`src/rtl/store_sequencer.sv`:
```
// Store sequencer: issues word stores directly and byte/halfword stores as
// read-modify-write through an external size-merge unit, with alignment and timeout checks.
module store_sequencer #(
  parameter int unsigned TIMEOUT = 15
) (
  input  logic        clk,
  input  logic        reset,
  input  logic        start,
  input  logic [1:0]  command,
  input  logic [31:0] addr,
  input  logic [31:0] mem_rdata,
  input  logic        mem_ready,
  input  logic [31:0] merged_data,
  output logic [1:0]  ss_command,
  output logic [31:0] mdr,
  output logic [31:0] mem_addr,
  output logic [31:0] mem_wdata,
  output logic        mem_rd,
  output logic        mem_wr,
  output logic        busy,
  output logic        done,
  output logic        err,
  output logic [1:0]  err_code
);

  typedef enum logic [2:0] {
    IDLE, RD_WAIT, MERGE, WR_WAIT, DONE, ERROR
  } state_t;

  localparam int unsigned CW = $clog2(TIMEOUT + 1);
  localparam logic [CW-1:0] LAST_WAIT = CW'(TIMEOUT - 1);

  localparam logic [1:0] CMD_BYTE = 2'b01;
  localparam logic [1:0] CMD_HALF = 2'b10;
  localparam logic [1:0] EC_NONE  = 2'b00;
  localparam logic [1:0] EC_ALIGN = 2'b01;
  localparam logic [1:0] EC_TMO   = 2'b10;

  state_t          state_q, state_d;
  logic [1:0]      cmd_q;
  logic [CW-1:0]   wait_cnt;
  logic            is_word, misaligned, accept, in_wait, timed_out;

  // Command codes 00 and 11 both mean word.
  assign is_word    = (command != CMD_BYTE) && (command != CMD_HALF);
  assign misaligned = ((command == CMD_HALF) && addr[0]) ||
                      (is_word && (addr[1:0] != 2'b00));
  assign accept     = (state_q == IDLE) && start;
  assign in_wait    = (state_q == RD_WAIT) || (state_q == WR_WAIT);
  // A ready on the final permitted wait cycle still completes the access.
  assign timed_out  = !mem_ready && (wait_cnt == LAST_WAIT);

  always_ff @(posedge clk or negedge reset) begin
    if (!reset) state_q <= IDLE;
    else        state_q <= state_d;
  end

  // NOTE: every output of this block gets a default first so no path leaves
  // a value held, which would otherwise infer a latch.
  always_comb begin
    state_d = state_q;
    mem_rd  = 1'b0;
    mem_wr  = 1'b0;
    busy    = (state_q != IDLE);
    done    = 1'b0;
    err     = 1'b0;
    unique case (state_q)
      IDLE: begin
        if (start) begin
          if (misaligned)   state_d = ERROR;
          else if (is_word) state_d = WR_WAIT;
          else              state_d = RD_WAIT;
        end
      end
      RD_WAIT: begin
        mem_rd = 1'b1;
        if (mem_ready)      state_d = MERGE;
        else if (timed_out) state_d = ERROR;
      end
      MERGE:   state_d = WR_WAIT;
      WR_WAIT: begin
        mem_wr = 1'b1;
        if (mem_ready)      state_d = DONE;
        else if (timed_out) state_d = ERROR;
      end
      DONE: begin
        done    = 1'b1;
        state_d = IDLE;
      end
      ERROR: begin
        err     = 1'b1;
        state_d = IDLE;
      end
      default: state_d = IDLE;
    endcase
  end

  // NOTE: sequential state uses non-blocking assignments so every register
  // samples pre-edge values regardless of statement order.
  always_ff @(posedge clk or negedge reset) begin
    if (!reset) begin
      cmd_q      <= 2'b00;
      mem_addr   <= '0;
      mem_wdata  <= '0;
      mdr        <= '0;
      ss_command <= 2'b00;
      err_code   <= EC_NONE;
      wait_cnt   <= '0;
    end else begin
      // The merge unit sees the latched size only while MERGE is active;
      // 00 otherwise so a word store captures the operand unmodified.
      ss_command <= (state_d == MERGE) ? cmd_q : 2'b00;

      if (in_wait && !mem_ready) wait_cnt <= wait_cnt + 1'b1;
      else if (!in_wait)         wait_cnt <= '0;

      if (accept) begin
        cmd_q    <= command;
        mem_addr <= addr;
        err_code <= misaligned ? EC_ALIGN : EC_NONE;
        if (is_word && !misaligned) mem_wdata <= merged_data;
      end

      if (state_q == RD_WAIT && mem_ready) mdr <= mem_rdata;
      if (state_q == MERGE)                mem_wdata <= merged_data;
      if (in_wait && timed_out)            err_code <= EC_TMO;
    end
  end

endmodule

```
`config.mk`:
```
export PLATFORM = sky130hd
export DESIGN_NAME = store_sequencer
export DESIGN_NICKNAME = d
export VERILOG_FILES = /design/src/rtl/store_sequencer.sv
export SDC_FILE = /design/constraint.sdc
export NUM_CORES = 1
export LEC_CHECK = 0
export CAP_MARGIN = 5
export CORE_MARGIN = 2
export CORE_UTILIZATION = 37
export DETAILED_ROUTE_END_ITERATION = 16
export DONT_BUFFER_PORTS = 1
export GPL_TIMING_DRIVEN = 1
export PLACE_DENSITY = 0.62
export SLEW_MARGIN = 20
export SYNTH_ARGS = -nofsm -noshare
export SYNTH_HDL_FRONTEND = slang
export SYNTH_SLANG_ARGS = --single-unit
export TNS_END_PERCENT = 50
```
`constraint.sdc`:
```
create_clock -name clk -period 2 [get_ports clk]
set_input_delay 0.6 -clock clk [delete_from_list [all_inputs] [get_ports clk]]
set_output_delay 0.6 -clock clk [all_outputs]
set_load 0.005 [all_outputs]
```
## Word level (Yosys, flattened, before mapping)

Cells that the tools add are included.

- Add/sub/neg operators: 1
- Equality and inequality tests: 11
- Muxes and demuxes: 20
- Reductions and logical operators: 20

Operator list:

| cell | number |
|---|---|
| $mux W32 | 3 |
| $mux W3 | 5 |
| $pmux W3 S4 | 1 |
| $eq A3 B2 Y1 const B | 3 |
| $logic_and A1 B1 Y1 | 9 |
| $mux W2 | 4 |
| $mux W4 | 2 |
| $reduce_bool A2 Y1 | 4 |
| $eq A3 B3 Y1 const B | 2 |
| $mux W1 | 5 |
| $add A4 B1 Y4 const B | 1 |
| $eq A4 B4 Y1 const B | 1 |
| $ne A2 B1 Y1 const B | 2 |
| $eq A3 B1 Y1 const B | 1 |
| $logic_not A3 Y1 | 1 |
| $reduce_bool A3 Y1 | 1 |
| $eq A2 B2 Y1 const B | 1 |
| $logic_not A1 Y1 | 2 |
| $logic_or A1 B1 Y1 | 2 |
| $ne A2 B2 Y1 const B | 1 |
| $reduce_and A2 Y1 | 1 |

- Register bits after elaboration: 109
- Bits of input ports: 102
- Output and inout port bits: 105
- Logic and storage cells: 60

## Longest topological paths before layout

- Word-level depth: 9
- Depth in mapped cells: 6
- Gate-level depth less buffers: 5

## Least setup slack after synthesis

OpenSTA, ideal clock, no wires.

- Path kind: in2reg
- Start: input port command[0]
- End: register mem_wdata[10]
- Setup time: 0.125 ns
- Data arrival time: 1.951 ns
- Data required time: 1.875 ns
- Path slack: -0.075 ns
- Stages: 6
- Buffers on the path: 1
- Path through: inv_1 > ha_1 > nor4bb_1 > o21ai_1 > buf_2 > mux2_2

- Cells in the longest elaborated chain, start to end: 8
- Elaborated cells between the ends (all ways): 11
- Classes of those cells: eq/ne (3); reduce/logical (8)

RTL lines:

| item | RTL line | text |
|---|---|---|
| start: declaration | 9 | `input logic [1:0] command,` |
| $ne A2 B1 Y1 / $ne A2 B2 Y1 (equally long branches) | 45 | `assign is_word = (command != CMD_BYTE) && (command != CMD_HALF);` |
| $logic_and A1 B1 Y1 | 45 |  |
| $logic_and A1 B1 Y1 | 47 | `(is_word && (addr[1:0] != 2'b00));` |
| $logic_or A1 B1 Y1 | 46 | `assign misaligned = ((command == CMD_HALF) && addr[0]) \|\|` |
| $logic_not A1 Y1 | 121 | `if (is_word && !misaligned) mem_wdata <= merged_data;` |
| $logic_and A1 B1 Y1 * | 121 |  |
| $reduce_bool A2 Y1 (no source line) * | - |  |
| $reduce_and A2 Y1 (no source line) * | - |  |
| end signal: assignment | 121 |  |
| end signal: assignment | 125 | `if (state_q == MERGE) mem_wdata <= merged_data;` |
| end: declaration | 17 | `output logic [31:0] mem_wdata,` |

Every way passes the cells marked *; elsewhere a longest branch is shown, timed or not.
A chain may end at the register's enable or synchronous reset.

## Worst setup path in the final report

- Start: register state_q[1]
- End: output port busy

- Cells in the longest elaborated chain, start to end: 1

RTL lines:

| item | RTL line | text |
|---|---|---|
| start: declaration | 39 | `state_t state_q, state_d;` |
| start signal: assignment | 55 | `else state_q <= state_d;` |
| $reduce_bool A3 Y1 | 64 | `busy = (state_q != IDLE);` |
| end: declaration | 20 | `output logic busy,` |

Every way passes these cells.

==> summary.txt <==
STA
  – Slew margin rel.: 0.7482
  – Worst Skew: 8.188 ps
  – Setup_tns: 0 ps
  – Max Slew Vio Count: 0
  – Final hold slack: -53.48 ps
  – Count of final setup violators: 0
  – RSZ-0062 raised after global routing: false
  – Fmax: 0.5361 GHz
  – Final critical-path share of the clock period: 0.9326
  – Tightest Pin Transition: 377.7 ps
  – Final hold vios: 109
  – Tmin final: 1865 ps

Placed design
  – DP HPWL: 5.568 mm
  – DP Cell Count: 399
  – Placer congestion estimate: 0.7089
  – Number of buffers added on ports: 0

Setup path
  – Crit Path Class: reg -> out
  – CP startpoint: state_q[1]
  – CP cell instances: or3_1
  – CP startpoint kind: register
  – CP Buf/Inv Count: 0
  – WP data required: 1400 ps
  – CP max-delay cell: dfrtp_2
  – Reg2reg start: state_q[2]
  – Critical Path AT: 1270 ps
  – R2R Setup Slk: 380 ps
  – Delay-heaviest family, CP: flip-flops
  – Crit-path max cell delay: 500 ps
  – Critical R2R Capture: mdr[3]
  – CP Max Fanout: 10
  – Setup crit end kind: primary output
  – R2r worst-path depth: 3

Power
  – Comb pwr share: 0.244
  – Power per cell area: 1691 nW/µm²
  – Static Leakage: 2.017 nW
  – Int Pwr: 5.686 mW
  – Switching part of the total power: 0.2904
  – Clk pwr share: 0.231
  – Sequential power share: 0.525
  – Net Switching: 2.327 mW
  – Peak supply drop: 0.0006711 V

Layout
  – # fillers: 1,060
  – Nets: 372
  – Diodes inserted: 0
  – Multi-input logic area: 1440 µm²
  – Final Non-Filler Cells: 415
  – Register area: 2730 µm²
  – Layout area overhead: 11.41%
  – Fraction of layout instances using a drive strength above 1: 0.4449

Global routing
  – Number of global-route vias before repair: 2,199
  – Initial antenna violation count: 0
  – Largest net degree at the start of global routing: 110
  – Congestion Overflow GR: 0
  – First-pass GRT wire length: 12.42 mm
  – GRT Overall Usage: 0.1302

CTS
  – Clk pin slew, worst setup/hold paths: 70 ps
  – CTS H-tree lvls: 3
  – CTS Root Cell: clkbuf_16
  – CTS tree: done
  – Clock sink count: 109
  – Clk Latency, worst-skew pair: 350 ps
  – TritonCTS buffer count: 9
  – CTS Buffer Depth: 2
  – Post-CTS setup buffers: 0

Status
  – Failing checks: negative hold slack
  – Status: finished with violations

Die
  – Die area: 12,370 µm²
  – Core Area: 11,320 µm²
  – Starting Density: 0.3758
  – Rows: 39
  – Die Height: 111.2 µm
  – Die width: 111.2 µm
  – IO Pins: 207

Yosys
  – Yosys warnings: 0
  – Post-synth EDFFs: 0
  – Synthesized instance count: 266
  – Syn Nets: 371
  – Cell taking the most area after synthesis: dfrtp_1
  – Most instantiated cells after synthesis: 109 x dfrtp_1, 96 x mux2_2, 8 x nor2_1, 7 x buf_2
  – Ys flop type: dfrtp_1
  – Ys async rst share: 1.000
  – Synth Area per Inst: 15.99 µm²
  – Sequential share of the synthesized area: 0.6412
  – Most numerous cell in the Yosys netlist: dfrtp_1
  – Yosys reg bits: 109
  – Area share of the leading cell type in the synthesized netlist: 0.6412
  – Largest cells by area after synthesis: dfrtp_1 64%, mux2_2 25%, buf_6 1.1%
  – Syn Std Cell Area: 4254 µm²
  – Yosys cell types: 30

Flow run
  – Max-cap violation count: 0

Route
  – Avg WL per Cell: 19.30 µm
  – Routed met2 length: 4.060 mm
  – DRC marker count from the first detailed-route iteration: 115
  – WL final: 8.010 mm
  – Routed Antenna Nets: 0
  – Post-DR vias/cell: 5.133
  – Initial DRT Pass Iterations: 4
  – WL met3: 694 µm
  – M1 WL: 3.079 mm
  – DR top layer: met4
  – Vias: 2,130
  – Post-route DRC: 0

Hold path
  – Hold crit path type: in -> async
## layer usage
layer / track usage / vias up
met5: 0 / -
met1: 0.1503 / 1082
met4: 0.06667 / 0
met3: 0.04811 / 10
li1: - / 931
met2: 0.2122 / 107
## flip-flops by register name, summed over array words and instances, names as in the netlist
name / count
mdr: 32
wait_cnt: 4
state_q: 3
err_code: 2
mem_wdata: 32
ss_command: 2
cmd_q: 2
mem_addr: 32
## area by class of cell
| cell class | count | share of cell area |
|---|---|---|
| Multi-Input combinational cell | 139 | 0.3039 |
| Timing Repair Buffer | 4 | 0.01426 |
| Tap cell | 143 | 0.03775 |
| Sequential cell | 109 | 0.5760 |
| Inverter | 4 | 0.003168 |
| Clock inverter | 5 | 0.01584 |
| Clock buffer | 11 | 0.04910 |
## cell families after synthesis
kind of cell | share of synthesized area
AOI/OAI and AO/OA | 0.01294
xor gates and xnor gates | 0.006178
adders and majority gates | 0.008824
buffers and inverters | 0.02764
DFF | 0.6412
muxes | 0.2594
and+or+nand+nor | 0.04382
## how the worst max path moves through the flow
stage | endpoint | cells after the start | slack [ps]
CTS | busy | 1 | 50
detailed placement | mem_wdata[1] | 6 | -20
finish | busy | 1 | 130
global placement | mem_wdata[15] | 6 | 30
global route | mem_wr | 2 | 30
floorplan | mem_wdata[10] | 6 | 2
## repair_timing
| item | CTS | global route |
|---|---|---|
| setup endpoints to repair | 0 | 2 |
| hold endpoints to repair | 109 | 109 |
| resized for setup | 0 | 2 |
## power groups by stage
stage | Combinational (mW) | Clock, mW | Sequential [mW]
4_1_cts | 2.00 | 1.92 | 4.23
3_5_place_dp | 2.01 | 0 | 4.26
6_report | 1.96 | 1.85 | 4.20
5_1_grt | 2.16 | 2.02 | 4.34
3_3_place_gp | 1.91 | 0 | 4.25
2_1_floorplan | 1.82 | 0 | 3.93
## cell usage in the layout (no fill, tap or decap), types with 2 or more instances in the layout
cell type,instances
dfrtp_2,2
dfrtp_1,107
inv_1,4
clkinv_2,3
nor3b_1,2
buf_12,3
a21oi_1,2
mux2_1,2
mux2_2,96
ha_1,2
nor2_1,8
nand4b_1,2
bufinv_16,2
clkbuf_16,9
nor2b_1,3
xor2_1,2
and2_1,3
clkbuf_1,2
## stage by stage
stage / worst slack (ps) / util / total power, mW / area [µm²]
floorplan: 2.006 / - / 5.746 / 4274
global placement: 34.34 / 0.3912 / 6.161 / 4429
detailed placement: -23.95 / 0.3912 / 6.270 / 4429
CTS: 51.51 / 0.4184 / 8.153 / 4737
global route: 34.52 / 0.4187 / 8.516 / 4740
finish: 134.8 / 0.4187 / 8.013 / 4740
Power figures use the tool's default switching activity.
